===== src/rtl/ram_b_arb_pkg.sv =====
// Shared types and defaults for the RAM_B two-port round-robin arbiter.
// Optional init sweep is enabled by defining RAM_B_ARB_INIT_EN.
package ram_b_arb_pkg;

  localparam int ADDR_W_DEF = 6;
  localparam int DATA_W_DEF = 32;
  localparam int DEPTH      = 64;

  typedef enum logic {
    INIT = 1'b0,
    RUN  = 1'b1
  } state_t;

  // Identifies which port the round-robin pointer currently favours.
  typedef enum logic {
    PORT0 = 1'b0,
    PORT1 = 1'b1
  } port_t;

endpackage


===== src/rtl/ram_b_arbiter_rr_arb2.sv =====
// Two-way round-robin picker: the pointer names the port that wins a tie.
// Purely combinational; the caller owns the pointer register.
module rr_arb2
  import ram_b_arb_pkg::*;
(
  input  logic req0,
  input  logic req1,
  input  logic ptr,
  output logic gnt0,
  output logic gnt1,
  output logic ptr_nxt
);

  // NOTE: every output gets a default at the top of always_comb so no path leaves it unassigned (no latch).
  always_comb begin
    gnt0    = req0 & (~req1 | (ptr == PORT0));
    gnt1    = req1 & (~req0 | (ptr == PORT1));
    ptr_nxt = ptr;
    if (gnt0) begin
      ptr_nxt = PORT1;
    end else if (gnt1) begin
      ptr_nxt = PORT0;
    end
  end

endmodule


===== src/rtl/ram_b_arbiter.sv =====
// Round-robin arbiter sharing single-port RAM_B between two masters.
// Define RAM_B_ARB_INIT_EN to clear the whole RAM to INIT_VAL after reset.
module ram_b_arbiter
  import ram_b_arb_pkg::*;
#(
  parameter int                ADDR_W   = ADDR_W_DEF,
  parameter int                DATA_W   = DATA_W_DEF,
  parameter logic [DATA_W-1:0] INIT_VAL = '0
) (
  input  logic              clka,
  input  logic              rst_n,
  input  logic              req0,
  input  logic              req1,
  input  logic              we0,
  input  logic              we1,
  input  logic [ADDR_W-1:0] addr0,
  input  logic [ADDR_W-1:0] addr1,
  input  logic [DATA_W-1:0] wdata0,
  input  logic [DATA_W-1:0] wdata1,
  output logic              gnt0,
  output logic              gnt1,
  output logic              rvalid0,
  output logic              rvalid1,
  output logic [DATA_W-1:0] rdata0,
  output logic [DATA_W-1:0] rdata1,
  output logic              ready,
  output logic              ram_wea,
  output logic [ADDR_W-1:0] ram_addra,
  output logic [DATA_W-1:0] ram_dina,
  input  logic [DATA_W-1:0] ram_douta
);

  logic              run_en;
  logic              in_init;
  logic [ADDR_W-1:0] init_addr;
  logic              ptr_q;
  logic              ptr_nxt;
  logic              rvalid0_q;
  logic              rvalid1_q;

`ifdef RAM_B_ARB_INIT_EN
  state_t            state_q;
  logic [ADDR_W-1:0] init_cnt_q;

  // NOTE: sequential state uses non-blocking assignments only; reset is sampled on the clock edge.
  always_ff @(posedge clka) begin
    if (!rst_n) begin
      state_q    <= INIT;
      init_cnt_q <= '0;
    end else if (state_q == INIT) begin
      init_cnt_q <= init_cnt_q + 1'b1;
      if (&init_cnt_q) begin
        state_q <= RUN;
      end
    end
  end

  assign in_init   = rst_n && (state_q == INIT);
  assign run_en    = rst_n && (state_q == RUN);
  assign ready     = rst_n && (state_q == RUN);
  assign init_addr = init_cnt_q;
`else
  assign in_init   = 1'b0;
  assign run_en    = rst_n;
  assign ready     = 1'b1;
  assign init_addr = '0;
`endif

  // Requests are masked outside RUN so they are ignored rather than queued.
  rr_arb2 u_rr_arb2 (
    .req0    (req0 & run_en),
    .req1    (req1 & run_en),
    .ptr     (ptr_q),
    .gnt0    (gnt0),
    .gnt1    (gnt1),
    .ptr_nxt (ptr_nxt)
  );

  always_ff @(posedge clka) begin
    if (!rst_n) begin
      ptr_q     <= PORT0;
      rvalid0_q <= 1'b0;
      rvalid1_q <= 1'b0;
    end else begin
      if (gnt0 | gnt1) begin
        ptr_q <= ptr_nxt;
      end
      rvalid0_q <= gnt0 & ~we0;
      rvalid1_q <= gnt1 & ~we1;
    end
  end

  // A read strobe already in flight is suppressed while reset is held.
  assign rvalid0 = rvalid0_q & rst_n;
  assign rvalid1 = rvalid1_q & rst_n;
  assign rdata0  = rvalid0 ? ram_douta : '0;
  assign rdata1  = rvalid1 ? ram_douta : '0;

  always_comb begin
    ram_wea   = 1'b0;
    ram_addra = '0;
    ram_dina  = '0;
    if (in_init) begin
      ram_wea   = 1'b1;
      ram_addra = init_addr;
      ram_dina  = INIT_VAL;
    end else if (gnt0) begin
      ram_wea   = we0;
      ram_addra = addr0;
      ram_dina  = wdata0;
    end else if (gnt1) begin
      ram_wea   = we1;
      ram_addra = addr1;
      ram_dina  = wdata1;
    end
  end

endmodule


===== config.mk =====
export PLATFORM = sky130hd
export DESIGN_NAME = ram_b_arbiter
export DESIGN_NICKNAME = d
export VERILOG_FILES = /design/src/rtl/ram_b_arb_pkg.sv /design/src/rtl/ram_b_arbiter_rr_arb2.sv /design/src/rtl/ram_b_arbiter.sv
export SDC_FILE = /design/constraint.sdc
export NUM_CORES = 1
export LEC_CHECK = 0
export ABC_AREA = 0
export CORE_MARGIN = 2
export CORE_UTILIZATION = 20
export DETAILED_ROUTE_END_ITERATION = 10
export PLACE_DENSITY = 0.81
export SKIP_LAST_GASP = 1
export SLEW_MARGIN = 20
export SYNTH_ARGS = -nofsm -noshare
export SYNTH_HDL_FRONTEND = slang
export SYNTH_SLANG_ARGS = --single-unit
export TNS_END_PERCENT = 1

===== constraint.sdc =====
create_clock -name clka -period 0.98 [get_ports clka]
set_input_delay 0.196 -clock clka [delete_from_list [all_inputs] [get_ports clka]]
set_output_delay 0.196 -clock clka [all_outputs]
set_load 0.02 [all_outputs]

==> flow_summary.json, run 1 <==
{
  "status": "finished with violations",
  "violations": "negative setup slack",
  "arrival_ns": 1.27,
  "die-area_um2": 7400,
  "num_rows": 29,
  "syn_nets": 343,
  "synth_top_flop_cell": "dfxtp_1",
  "antenna_cells": 0,
  "vias_per_cell": 4.69,
  "worstPathMaxFanout": 33,
  "netlist_area_um2": 1350,
  "yosys-mux-area-fraction_pct": 0,
  "dpl.hpwl_um": 6240,
  "critPathBufInv": 2,
  "power_density_nw_per_um2": 547,
  "peakVddDrop_mv": 0.351,
  "routed_wl_um": 7430,
  "min_delay_path_depth": 3,
  "cts_buffers": 3,
  "vias": 2435,
  "grt_usage_pct": 19.2,
  "antenna_found_initial": 0,
  "antenna_left": 0,
  "ys_top_cells_by_area": "and3_1, nand2_1, o22ai_1",
  "wl_per_cell_um": 14.3,
  "max_clock_freq_mhz": 684,
  "ys_warn_count": 0,
  "fin_ws_ns": -0.483,
  "clk_path_buf_depth": 2,
  "cts_tree": "built",
  "area_growth_pct": 204,
  "overflow": 0,
  "critPathLaunchType": "register",
  "synth_edf_count": 0,
  "synth_common_cells": "nand2_1, and3_1, o22ai_1",
  "io_buffer_count": 220,
  "cp-end-kind": "output pin",
  "synth_fa_ha_area_share_pct": 0,
  "core_area_um2": 6420,
  "worstPathCellList": "buf_12 > and3_1 > dlygate4sd2_1",
  "hold_viol": 0,
  "critPathMaxStageDelay_ns": 0.37,
  "cts_hold_buf": 0,
  "setup_viol": 107,
  "maxCapViolations": 0,
  "synth_top_family_by_area": "simple AND/OR/NAND/NOR gates",
  "synth_cells": 229,
  "die_height_um": 86.0,
  "synth_compound_area_share_pct": 21.7,
  "async_flop_share_pct": 0,
  "maxSlewViolCount": 0,
  "hold_path.class": "in2reg",
  "p_leak_nw": 2.09,
  "nets": 557,
  "grt_pass1_vias": 2280,
  "clkTransAtPathRegs_ns": 0.03,
  "gp_congestion": 0.750,
  "cts_resized": 266,
  "yosysMostFrequentCell": "nand2_1",
  "dr.pass1.iters": 4,
  "grt_first_pass_wirelength_um": 11700,
  "cp_num_cells": 3,
  "slowest_stage": "dlygate4sd2_1",
  "critPathTopFamily": "buffers and inverters",
  "first_iter_violations": 71,
  "start_util_pct": 21.0,
  "synth_top_area_cell": "and3_1",
  "die_width_um": 86.0,
  "placed_area_um2": 4220,
  "cts.sinks": 3,
  "clock_latency_ns": 0.21,
  "cts_max_level": 1,
  "drive_gt1_share_pct": 25.3,
  "worstSetupPathType": "reg2out",
  "drc": 0,
  "cts_setup_buffers": 0,
  "yosys.area_share.simple_pct": 56.7,
  "synth-xor-area-share_pct": 0,
  "post-route-period-util_pct": 149,
  "postSynthAreaPerCell_um2": 5.88,
  "ys_ff_latch": 3,
  "final_area_um2": 4090,
  "rsz0062_at_grt": "true",
  "seq_area_frac_synth_pct": 4.46,
  "required_ns": 0.78,
  "r2r_cells": 4,
  "min_period_ns": 1.46,
  "root_buffer": "clkbuf_8",
  "place_worst_setup_slack_ns": -1.18,
  "skew_ns": 0.00277,
  "synth.top_cell.area_share_pct": 29.7,
  "synth_cell_types": 20,
  "io_pins": 222,
  "grt_max_degree": 55
}
## metrics by stage
stage,TNS [ns],power [mW],utilization [%],std cells,hold slack [ns]
after global placement,-88.98,1.95,65.7,515,0.548
after CTS,-48.77,2.25,63.4,519,0.554
after floorplan,-7.96,1.10,-,229,0.267
final,-47.71,2.24,63.6,519,0.546
after global routing,-54.50,2.39,63.6,519,0.576
after detailed placement,-91.08,1.98,65.7,515,0.547
## where the power goes
part	switching, mW	internal (mW)
Clock	0.0730	0.277
Sequential	0.00469	0.130
Combinational	0.812	0.940
## worst register-to-register path, cell delays in order, from the launching register on
cell     delay, ns
dfxtp_2       0.33
nand2_2       0.06
nand2_4       0.12
buf_12        0.19
nor3_1        0.07
## layout make-up
cell class / instances / area [um^2]
multi-input cells: 194 / 1570
inverters: 1 / 3.75
clock buffers: 4 / 45.0
fillers: 599 / 2330
well taps: 77 / 96.3
repair buffers: 240 / 2310
flip-flops and latches: 3 / 61.3
## kinds of logic after synthesis
group | after synthesis
and+or+nand+nor | 153
other | 1
AOI/OAI and AO/OA | 40
DFF | 3
buffers and inverters | 32
## registers in the layout, indices dropped and copies added (netlist names)
| signal | count |
|---|---|
| ptr_q | 1 |
| rvalid1_q | 1 |
| rvalid0_q | 1 |
## final timing paths
kind	slack (ns)	end	startpoint
max	-0.48	rdata0[13]	rvalid0_q
min	0.55	ptr_q	req1
max reg2reg	0.10	rvalid0_q	ptr_q
min reg2reg	0.55	ptr_q	ptr_q
## cell usage in the layout, fill, tap and decap left out, types with 2 or more instances in the layout
cell type,synthesis,routed
and2_1,2,2
buf_12,0,11
nor2_2,0,2
buf_2,4,5
clkbuf_8,0,3
buf_4,6,41
dlygate4sd2_1,0,67
clkdlybuf4s50_1,0,110
o22ai_4,0,38
buf_6,9,4
and3_1,64,64
dfxtp_1,3,2
nand2_1,80,78
## layer usage
metal	share of wire [%]	global-route usage, %	wire [um]	vias up
met1	36	22.0	2690	1100
met4	0.57	1.30	42	0
met3	7.9	4.91	590	4
met2	55	36.8	4110	102
li1	-	-	-	1229
met5	0	0	0	-
No activity file was read; power rests on OpenSTA's default activity.
==> inputs of run 2 (changes only) <==
--- a/config.mk
+++ b/config.mk
@@ -6,10 +6,11 @@
 export NUM_CORES = 1
 export LEC_CHECK = 0
 export ABC_AREA = 0
-export CORE_MARGIN = 2
-export CORE_UTILIZATION = 20
+export CORE_AREA = 2 2 86 88
 export DETAILED_ROUTE_END_ITERATION = 10
-export PLACE_DENSITY = 0.81
+export DIE_AREA = 0 0 88 90
+export DONT_BUFFER_PORTS = 1
+export PLACE_DENSITY = 0.36
 export SKIP_LAST_GASP = 1
 export SLEW_MARGIN = 20
 export SYNTH_ARGS = -nofsm -noshare
==> flow_summary.json, run 2 (synthesis results as in run 1) <==
{
  "peakVddDrop_mv": 0.281,
  "wl_per_cell_um": 16.1,
  "io_pins": 222,
  "cts_hold_buf": 0,
  "worstPathMaxFanout": 15,
  "final_area_um2": 2000,
  "post-route-period-util_pct": 141,
  "cts_tree": "built",
  "dpl.hpwl_um": 3920,
  "die-area_um2": 7920,
  "grt_max_degree": 146,
  "whs_ns": 0.0476,
  "status": "finished with violations",
  "violations": "negative setup slack",
  "antenna_cells": 0,
  "die_width_um": 88,
  "p_leak_nw": 0.838,
  "maxCapViolations": 0,
  "finalPower_mw": 1.46,
  "cts_setup_buffers": 0,
  "vias_per_cell": 5.19,
  "io_buffer_count": 0,
  "min_delay_path_depth": 1,
  "cts_resized": 0,
  "fillerInstances": 734,
  "core_area_um2": 7020,
  "final_common_cell": "nand2_1",
  "clkTransAtPathRegs_ns": 0.03,
  "die_height_um": 90,
  "dr.pass1.iters": 4,
  "min_period_ns": 1.38,
  "clock_latency_ns": 0.21,
  "placed_area_um2": 1960,
  "drive_gt1_share_pct": 28.2,
  "arrival_ns": 1.19,
  "gp_congestion": 0.687,
  "first_iter_violations": 39,
  "num_rows": 31,
  "maxSlewViolCount": 0,
  "vias": 1618,
  "overflow": 0,
  "hold_path.class": "in2reg",
  "required_ns": 0.78,
  "r2r_cells": 4,
  "skew_ns": 0.00218,
  "largestRegisters": "ptr_q x1, rvalid0_q x1, rvalid1_q x1",
  "final_cell_mix": "nand2_1, and3_1, o22ai_4, buf_12, clkbuf_8",
  "cts_buffers": 3,
  "fin_ws_ns": -0.401,
  "worstSetupPathType": "reg2out",
  "grt_first_pass_wirelength_um": 7040,
  "grt_pass1_vias": 1420,
  "clk_path_buf_depth": 2,
  "power_density_nw_per_um2": 730,
  "start_util_pct": 19.2,
  "routed_wl_um": 5020,
  "antenna_left": 0,
  "area_growth_pct": 48.6,
  "drc": 0,
  "antenna_found_initial": 0,
  "setup_viol": 107,
  "cp-end-kind": "output pin",
  "rsz0062_at_grt": "true",
  "grt_usage_pct": 11.0,
  "root_buffer": "clkbuf_8",
  "max_clock_freq_mhz": 724,
  "cts_max_level": 1,
  "place_worst_setup_slack_ns": -0.183,
  "postLayoutCoreUtil_pct": 28.5,
  "cts.sinks": 3,
  "hold_viol": 0,
  "critPathLaunchType": "register",
  "nets": 328
}
## run 2: cell count changes in the layout (fill, tap and decap cells not counted), sizes merged
cell / delta
buf: -50
clkdlybuf4s50: -110
clkdlybuf4s15: -2
dlygate4sd2: -67
## run 2: report_power, final
group | internal (mW) | total, mW | switching, mW | leakage, nW
Sequential | 0.130 | 0.134 | 0.00441 | 0.0250
Combinational | 0.360 | 0.970 | 0.610 | 0.790
Clock | 0.277 | 0.356 | 0.0791 | 0.0228
## run 2: per-layer routing
| metal | vias up | GRT usage [%] | share of wire, % |
|---|---|---|---|
| met1 | 742 | 10.6 | 33 |
| met2 | 106 | 22.9 | 57 |
| met4 | 0 | 2.31 | 0.60 |
| met5 | - | 0 | 0 |
| li1 | 766 | - | - |
| met3 | 4 | 1.84 | 8.9 |
## run 2: cell type report
class / count / area, um^2 / area share (%)
timing repair buffer: 11 / 195 / 9.76
multi-input combinational: 194 / 1570 / 78.5
inverter: 1 / 3.75 / 0.188
sequential: 3 / 61.3 / 3.06
clock buffer: 4 / 45.0 / 2.25
tap: 99 / 124 / 6.19
## run 2: through the flow
step | TNS [ns] | instances
2_1_floorplan | -7.96 | 229
3_3_place_gp | -7.32 | 308
3_5_place_dp | -7.32 | 308
4_1_cts | -32.87 | 312
5_1_grt | -35.60 | 312
6_report | -31.32 | 312
## run 2: path summary, 6_finish.rpt
path / start / endpoint / slack (ns)
min: we1 / rvalid1_q / 0.05
max: ptr_q / ram_dina[19] / -0.40
min reg2reg: ptr_q / ptr_q / 0.56
max reg2reg: ptr_q / rvalid1_q / 0.07
## run 2: critical path, stage by stage (launching register included)
cell,delay (ns)
dfxtp_2,0.32
nand2b_4,0.15
nand2_8,0.08
buf_12,0.18
o22ai_4,0.23
==> inputs of run 3 (changes only) <==
==> constraint.sdc (replaced) <==
create_clock -name clka -period 0.98 [get_ports clka]
set_input_delay 0.196 -clock clka [delete_from_list [all_inputs] [get_ports clka]]
set_output_delay 0.196 -clock clka [all_outputs]
set_load 0.01 [all_outputs]
==> flow_summary.json, run 3 (synthesis results as in run 1) <==
{
  "cp-end-kind": "output pin",
  "cts_tree": "built",
  "cts_max_level": 1,
  "die_height_um": 90,
  "antenna_left": 0,
  "drive_gt1_share_pct": 28.7,
  "root_buffer": "clkbuf_8",
  "start_util_pct": 19.2,
  "io_buffer_count": 0,
  "violations": "negative setup slack",
  "clkTransAtPathRegs_ns": 0.03,
  "largestRegisters": "ptr_q x1, rvalid0_q x1, rvalid1_q x1",
  "final_common_cell": "nand2_1",
  "hold_viol": 0,
  "setup_viol": 107,
  "cts_buffers": 3,
  "skew_ns": 0.000562,
  "hold_path.class": "in2reg",
  "arrival_ns": 1.17,
  "drc": 0,
  "final_cells": 315,
  "p_leak_nw": 0.860,
  "min_delay_path_depth": 1,
  "whs_ns": 0.0572,
  "overflow": 0,
  "nets": 331,
  "maxCapViolations": 0,
  "critPathLaunchType": "register",
  "antenna_found_initial": 0,
  "status": "finished with violations",
  "final_area_um2": 2040,
  "maxSlewViolCount": 0,
  "grt_first_pass_wirelength_um": 6200,
  "required_ns": 0.78,
  "rsz0062_at_grt": "true",
  "peakVddDrop_mv": 0.247,
  "dpl.hpwl_um": 3580,
  "grt_pass1_vias": 1317,
  "die_width_um": 88,
  "clk_path_buf_depth": 2,
  "vias": 1679,
  "finalPower_mw": 1.37,
  "grt_usage_pct": 9.70,
  "power_density_nw_per_um2": 671,
  "first_iter_violations": 72,
  "cts_hold_buf": 0,
  "post-route-period-util_pct": 139,
  "vias_per_cell": 5.33,
  "final_cell_mix": "nand2_1, and3_1, o22ai_4, buf_12",
  "max_clock_freq_mhz": 734,
  "die-area_um2": 7920,
  "dp_cells": 306,
  "worstPathMaxFanout": 7,
  "area_growth_pct": 51.6,
  "r2r_cells": 4,
  "grt_max_degree": 146,
  "num_rows": 31,
  "placed_area_um2": 1580,
  "antenna_cells": 0,
  "routed_wl_um": 5320,
  "worstSetupPathType": "reg2out",
  "fin_ws_ns": -0.383,
  "clock_latency_ns": 0.21,
  "gp_congestion": 0.750,
  "core_area_um2": 7020,
  "io_pins": 222,
  "wl_per_cell_um": 16.9,
  "fin_tns_setup_ns": -25.53,
  "dr.pass1.iters": 4,
  "cts.sinks": 3,
  "min_period_ns": 1.36
}
-- run 3: final timing paths --
check / start / to / slack (ns)
worst min register to register: ptr_q / ptr_q / 0.55
worst min-delay path: we1 / rvalid1_q / 0.06
worst max-delay path: ptr_q / ram_dina[11] / -0.38
worst max register to register: ptr_q / rvalid1_q / 0.03
-- run 3: critical path, cell delays in order, from the launching register on --
cell	delay, ns
dfxtp_2	0.32
nand2b_4	0.15
nand2_8	0.10
clkbuf_16	0.19
o22ai_4	0.20
-- run 3: layout make-up --
type                            count  area [um^2]
Sequential cell                     3         61.3
Tap cell                           99          124
Inverter                            1         3.75
Clock buffer                        4         45.0
Timing Repair Buffer               14          235
Fill cell                         736         4980
Multi-Input combinational cell    194         1570
-- run 3: per-layer routing --
layer	global-route usage [%]	part of all wire, %	wire [um]
met5	0	0	0
met1	8.79	35	1840
met3	2.48	9.4	498
met2	20.6	55	2940
met4	1.41	0.83	44
-- run 3: what timing repair did --
action | in CTS | in global routing
buffers inserted | 0 | 1
gates cloned | 0 | 4
resized for setup | 5 | 41
pin swaps | 0 | 9
setup endpoints to repair | 107 | 107
hold endpoints to repair | 0 | 0
-- run 3: through the flow --
stage	worst slack, ns	util [%]
3_5_place_dp	-0.197	22.5
5_1_grt	-0.430	29.1
2_1_floorplan	-0.0897	-
6_report	-0.383	29.1
4_1_cts	-0.402	23.7
3_3_place_gp	-0.186	22.5
-- run 3: report_power, final --
group / internal, mW / total (mW) / switching [mW]
logic: 0.375 / 0.886 / 0.512
clock network: 0.277 / 0.348 / 0.0717
registers: 0.130 / 0.134 / 0.00410
total: 0.781 / 1.37 / 0.588
